<file path="src/rtl/tdr_echo_timer.sv">
// Time-domain reflectometry echo timer: launches one pulse, timestamps up to two
// departures of echo_in from its pre-launch level, and classifies the termination.
module tdr_echo_timer #(
  parameter int unsigned PULSE_WIDTH = 4,
  parameter int unsigned MAX_WAIT    = 63,
  parameter int unsigned CNT_W       = 8
) (
  input  logic             clk,
  input  logic             rst,
  input  logic             start,
  input  logic             echo_in,
  output logic             pulse_out,
  output logic             busy,
  output logic             done,
  output logic [1:0]       echo_count,
  output logic [CNT_W-1:0] delay1,
  output logic [CNT_W-1:0] delay2,
  output logic [1:0]       fault_type
);

  typedef enum logic [1:0] {
    S_IDLE,
    S_LAUNCH,
    S_LISTEN,
    S_REPORT
  } state_t;

  localparam logic [CNT_W-1:0] PW_LAST = CNT_W'(PULSE_WIDTH - 1);
  localparam logic [CNT_W-1:0] MAX_CNT = CNT_W'(MAX_WAIT);

  state_t           state_q, state_d;
  logic [CNT_W-1:0] cnt_q, cnt_d;
  logic             base_q, base_d;
  logic             flag_q, flag_d;
  logic [1:0]       wcnt_q, wcnt_d;
  logic [CNT_W-1:0] wd1_q, wd1_d;
  logic [CNT_W-1:0] wd2_q, wd2_d;
  logic             pulse_q, pulse_d;
  logic             busy_q, busy_d;
  logic             done_q, done_d;
  logic [1:0]       ec_q, ec_d;
  logic [CNT_W-1:0] d1_q, d1_d;
  logic [CNT_W-1:0] d2_q, d2_d;
  logic [1:0]       ft_q, ft_d;

  always_comb begin
    state_d = state_q;
    cnt_d   = cnt_q;
    base_d  = base_q;
    flag_d  = flag_q;
    wcnt_d  = wcnt_q;
    wd1_d   = wd1_q;
    wd2_d   = wd2_q;
    ec_d    = ec_q;
    d1_d    = d1_q;
    d2_d    = d2_q;
    ft_d    = ft_q;

    unique case (state_q)
      S_IDLE: begin
        if (start) begin
          base_d  = echo_in;
          cnt_d   = '0;
          flag_d  = 1'b0;
          wcnt_d  = '0;
          wd1_d   = '0;
          wd2_d   = '0;
          state_d = S_LAUNCH;
        end
      end
      S_LAUNCH, S_LISTEN: begin
        // Holding at MAX_CNT keeps a full-range MAX_WAIT from wrapping on the exit cycle.
        if (cnt_q != MAX_CNT) cnt_d = cnt_q + CNT_W'(1);
        if ((echo_in != base_q) && !flag_q) begin
          flag_d = 1'b1;
          if (wcnt_q != 2'd3) wcnt_d = wcnt_q + 2'd1;
          if (wcnt_q == 2'd0) wd1_d = cnt_q;
          if (wcnt_q == 2'd1) wd2_d = cnt_q;
        end else if ((echo_in == base_q) && flag_q) begin
          flag_d = 1'b0;
        end
        if (state_q == S_LAUNCH) begin
          if (cnt_q == PW_LAST) state_d = S_LISTEN;
        end else if (cnt_q == MAX_CNT) begin
          state_d = S_REPORT;
        end
      end
      S_REPORT: begin
        state_d = S_IDLE;
        ec_d    = wcnt_q;
        d1_d    = wd1_q;
        d2_d    = wd2_q;
        if (wcnt_q == 2'd0)      ft_d = 2'b00;
        else if (wcnt_q == 2'd1) ft_d = base_q ? 2'b10 : 2'b01;
        else                     ft_d = 2'b11;
      end
      default: state_d = S_IDLE;
    endcase

    pulse_d = (state_d == S_LAUNCH);
    busy_d  = (state_d != S_IDLE);
    done_d  = (state_q == S_REPORT);
  end

  always_ff @(posedge clk) begin
    if (rst) begin
      state_q <= S_IDLE;
      cnt_q   <= '0;
      base_q  <= 1'b0;
      flag_q  <= 1'b0;
      wcnt_q  <= '0;
      wd1_q   <= '0;
      wd2_q   <= '0;
      pulse_q <= 1'b0;
      busy_q  <= 1'b0;
      done_q  <= 1'b0;
      ec_q    <= '0;
      d1_q    <= '0;
      d2_q    <= '0;
      ft_q    <= '0;
    end else begin
      state_q <= state_d;
      cnt_q   <= cnt_d;
      base_q  <= base_d;
      flag_q  <= flag_d;
      wcnt_q  <= wcnt_d;
      wd1_q   <= wd1_d;
      wd2_q   <= wd2_d;
      pulse_q <= pulse_d;
      busy_q  <= busy_d;
      done_q  <= done_d;
      ec_q    <= ec_d;
      d1_q    <= d1_d;
      d2_q    <= d2_d;
      ft_q    <= ft_d;
    end
  end

  assign pulse_out  = pulse_q;
  assign busy       = busy_q;
  assign done       = done_q;
  assign echo_count = ec_q;
  assign delay1     = d1_q;
  assign delay2     = d2_q;
  assign fault_type = ft_q;

endmodule

</file>
<file path="config.mk">
export PLATFORM = sky130hd
export DESIGN_NAME = tdr_echo_timer
export DESIGN_NICKNAME = d
export VERILOG_FILES = /design/src/rtl/tdr_echo_timer.sv
export SDC_FILE = /design/constraint.sdc
export NUM_CORES = 1
export LEC_CHECK = 0
export BUFFER_PORTS_ARGS = -buffer_cell sky130_fd_sc_hd__buf_2
export CAP_MARGIN = 20
export CELL_PAD_IN_SITES_DETAIL_PLACEMENT = 0
export CELL_PAD_IN_SITES_GLOBAL_PLACEMENT = 1
export CORE_ASPECT_RATIO = 0.9
export CORE_MARGIN = 2
export CORE_UTILIZATION = 40
export CTS_BUF_LIST = sky130_fd_sc_hd__clkbuf_8 sky130_fd_sc_hd__clkbuf_16
export CTS_CLUSTER_DIAMETER = 100
export CTS_CLUSTER_SIZE = 25
export DETAILED_ROUTE_END_ITERATION = 16
export PLACE_DENSITY = 0.73
export SLEW_MARGIN = 20
export SYNTH_ARGS = -nofsm -noshare
export SYNTH_HDL_FRONTEND = slang
export SYNTH_SLANG_ARGS = --single-unit
</file>
<file path="constraint.sdc">
create_clock -name clk -period 3.5 [get_ports clk]
set_input_delay 0.35 -clock clk [delete_from_list [all_inputs] [get_ports clk]]
set_output_delay 0.35 -clock clk [all_outputs]
set_load 0.03 [all_outputs]
</file>
# == Word-level counts from Yosys, hierarchy flattened ==
# Index checks and enable logic that the tools add are counted.
# Widths: inputs -> output; s select.
# totals
reg_bits,53
inputBits,4
# op_classes
eq_ne,18
muxes,25
n_reduce_logical,14
n_addsub,2
# ops
operator,n
$mux 8,6
$pmux 8 s2,3
$mux 2,10
$ne 2x2->1 const B,7
$reduce_and 4->1,3
$add 8x1->8 const B,1
$eq 8x2->1 const B,1
$eq 8x6->1 const B,1
$ne 8x6->1 const B,1
$eq 2x1->1 const B,3
$pmux 2 s3,1
$reduce_and 3->1,2
$eq 2x2->1 const B,2
$logic_not 2->1,2
$pmux 2 s2,1
$reduce_bool 2->1,2
$mux 1,3
$ne 3x3->1 const B,1
$add 2x1->2 const B,1
$logic_and 1x1->1,2
$pmux 1 s2,1
$reduce_and 2->1,1
$reduce_or 2->1,1
$eq 1x1->1,1
2 further kinds,2

# == Depth between registers and ports, before layout ==
# depth
depth_word,5
mapped_depth,8

# == Worst setup path after synthesis ==
# Ideal clock, no wire load.
# synth_timing
path_kind,reg-to-reg
startpoint,register state_q[0]
endpoint,register cnt_q[4]
n_path_buf,2
arrival_time_ps,1818
period_less_slack_ps,1877
stages_incl_launch_ff,9
required_ps,3441
setup_slack_ps,1623
setup_time_ps,59
cell_sequence,dfxtp_1 -> inv_1 -> ha_1 -> buf_2 -> nor4bb_1 -> a21o_1 -> buf_6 -> or4_1 -> nand2_1
# synth_via
elab_chain_cells,4
word_cells_on_any_way,9
cone_classes,eq/ne: 4; mux: 1; reduce/logical: 4
# synth_rtl
element,line_no,text
from (decl),31,"state_t state_q, state_d;"
from (signal assigned),122,state_q <= state_d;
$eq 2x1->1 or $eq 2x2->1 (tied branches),59,unique case (state_q)
$reduce_or 2->1,59,
$ne 2x2->1 (no source line) or $reduce_bool 2->1 (tied branches),n/a,
$reduce_and 3->1 (no source line),n/a,
to (signal assigned),123,cnt_q <= cnt_d;
to (decl),32,"logic [CNT_W-1:0] cnt_q, cnt_d;"
# Several ways; a longest one is shown, not always the timed one.
# A chain may end at the register's enable or synchronous reset.

# == Worst setup path in the final report ==
# layout_timing
startpoint,register state_q[0]
endpoint,register cnt_q[7]
# Same word-level chain as after synthesis.

==> summary.txt <==
Synthesis
  – Mapped Area: between 0.002 and 0.0025 mm²
  – Avg Cell Area, Syn: 8.94 µm²
  – Cell taking the most area after synthesis: dfxtp_1
  – Post-synthesis sequential area ratio: 46.9%
  – YS warnings: 0
  – Post-synth top area share: a little under half
  – Post-synth EDFFs: 0
  – Syn nets: 265
  – Top post-synthesis cells by area: dfxtp_1 (47%), mux2i_1 (10%), a21oi_1 (5.5%), nand2_1 (5.0%), nor2_1 (4.6%)
  – Synth top cells by count: dfxtp_1 (53), nand2_1 (30), nor2_1 (28)
  – Main synth FF type: dfxtp_1
  – Cell with the most instances after synthesis: dfxtp_1
  – Async S/R FF share, synth: 0%
  – #FFs+latches synth: 53
  – Post-synthesis cell type count: 36
  – Mapped Cells: 253

STA
  – Final setup viols: 0
  – Period utilization: about 67%
  – Max Slew Vio Count: 0
  – Post-layout minimum cycle time: 2.35 ns
  – Max-slew headroom: between 60% and 70%
  – RSZ-0062 raised after global routing: no
  – Fin Clk Skew: 0.00794 ns
  – Final WS setup: 1.15 ns
  – Fmax achieved: approximately 430 MHz
  – Worst Tran Pin Value: 0.537 ns
  – Final Hold Vio Count: 0
  – Setup TNS Final: 0 ns

Clocking
  – Postcts setup bufs: 0
  – CTS resizes: 0
  – CTS sink count: 53
  – Clock Latency Late Sink: 0.30 ns
  – Cts hold-fix bufs: 0
  – Htree depth: 2
  – CTS tree: yes
  – Reg clk slew, reported paths: ~0.09 ns
  – Root Driver: clkbuf_8
  – Number of buffers created by CTS: 5
  – Clock buffer depth: 2

Worst setup path
  – Worst R2R Start: state_q[0]
  – Required time worst endpoint: 3.73 ns
  – Worst EP arrival: about 2.6 ns
  – CP max FO: 26
  – Reg2reg end: cnt_q[7]
  – Critical path class: flip-flop to flip-flop
  – R2R Setup Slk: 1.15 ns
  – Register-to-Register Path Depth: 8
  – Launching element type of the critical path: flip-flop
  – Worst Setup End Kind: flip-flop

Place
  – Inst Count DP: 333
  – Area after DPL: between 0.002 and 0.0025 mm²
  – Hpwl dp: 3020 µm
  – PortBufs: 26
  – Routability congestion estimate: 0.812
  – Pre-CTS WS: 1.19 ns

Die
  – Core Region: between 0.005 and 0.006 mm²
  – Ports: 27
  – Die span in x: 83.3 µm
  – Starting density of the core: 42.3%
  – Core Rows: 25
  – Die area: ~0.0063 mm²
  – Die Ht: about 75 µm

Global routing
  – Largest net degree at the start of global routing: 46
  – First-pass GRT wire length: 7580 µm
  – Vias in the first global route: 1544
  – Grt total ovfl: 0
  – Initial antenna violation count: 0
  – Gr usage total: roughly 15%

Route
  – Wire per inst: 12.9 µm
  – Iteration-0 DRC Markers: 93
  – Via/cell ratio: approximately 5.1
  – Remaining antenna violation count: 0
  – DRT Wirelength: 4410 µm
  – DRC Markers: 0
  – Vias after detailed routing: 1732
  – Router iterations before antenna repair: 4

Cells and area
  – Layout cells sized above 1: 15.3%
  – Ant. Diodes: 0
  – Final instance area: about 0.0025 mm²
  – Area growth from synthesis to layout: 12.1%
  – Fill count: about 530
  – Final std cells w/o fill: 341
  – Layout Nets: 285

Min path
  – Hold path cells: 3
  – Hold path start: echo_in
  – Worst Hold Path EP: base_q
  – Hold crit path type: input pin to flip-flop

Run status
  – Outcome: complete, no violations

Flow run
  – MaxCap Viol Count: 0

Power
  – Lkg Pwr: 1.01 nW
  – Worst vdd ir: 0.223 mV
  – Pwr/cell area: 480 mW/mm²
==> power breakdown <==
part           internal, W  total [W]  switching [W]
Clock             0.000233   0.000428       0.000196
Combinational    0.0000489   0.000166       0.000117
Sequential        0.000614   0.000623     0.00000836
Total             0.000896    0.00122       0.000321
==> how the worst max path moves through the flow <==
stage | slack, ns | to | depth (start not counted) | start
global route | 0.99 | cnt_q[7] | 8 | state_q[0]
detailed placement | 1.19 | cnt_q[7] | 8 | state_q[0]
CTS | 1.15 | cnt_q[7] | 8 | state_q[0]
finish | 1.15 | cnt_q[7] | 8 | state_q[0]
global placement | 1.27 | cnt_q[7] | 8 | state_q[0]
floorplan | 1.62 | cnt_q[4] | 8 | state_q[0]
==> routing by layer <==
layer	routed length [µm]	vias to the layer above	share of wire (%)	global-route usage, %
li1	-	913	-	-
met3	234	2	5.3	4.12
met5	0	-	0	0
met1	2370	778	54	21.5
met4	22	0	0.50	3.28
met2	1780	39	40	23.5
==> logic make-up after synthesis <==
group / Yosys count / synth area share (%)
adder cells (fa/ha/maj): 8 / 4.43
AND/OR/NAND/NOR: 93 / 19.1
AO/OA/AOI/OAI: 48 / 13.3
multiplexers: 23 / 10.2
flip-flops: 53 / 46.9
XOR/XNOR: 1 / 0.387
buffers and inverters: 27 / 5.65
==> flip-flops by register name, summed over array words and instances (netlist names) <==
signal,cells
base_q,1
busy,1
cnt_q,8
delay1,8
delay2,8
done,1
echo_count,2
fault_type,2
flag_q,1
pulse_out,1
state_q,2
wcnt_q,2
wd1_q,8
wd2_q,8
==> critical path: stages (launching register included) <==
cell and delay, ns:
dfxtp_1 0.39, inv_1 0.08, ha_1 0.28, buf_4 0.26
mux2i_1 0.11, buf_4 0.18, a21o_1 0.28, or4_1 0.54
a21oi_1 0.16
==> placed cells by master, fill, tap and decap left out, drive strengths merged, types with 4 or more instances in the layout <==
master and instances:
a21o 5, a21oi 27, buf 30, clkbuf 6, dfxtp 53, ha 8
inv 10, mux2i 23, nand2 30, nand3 18, nor2 28, o211ai 4
or4 5
==> per-stage QoR <==
stage                     power [W]  utilization, %  hold WS, ns
final                       0.00122            47.4        0.327
after global placement     0.000802            45.1        0.447
after global routing        0.00128            47.4        0.347
after CTS                   0.00123            47.4        0.318
after detailed placement   0.000804            45.1        0.451
after floorplan            0.000770               -        0.436
==> final cells by class <==
type	instances	area, µm²	share of cell area [%]
Multi-Input combinational cell	173	1070	42.3
Sequential cell	53	1060	41.9
Timing Repair Buffer	30	160	6.32
Tap cell	67	83.8	3.31
Clock buffer	6	82.6	3.26
Clock inverter	2	37.5	1.48
Inverter	10	37.5	1.48
No activity file was read; power rests on OpenSTA's default activity.
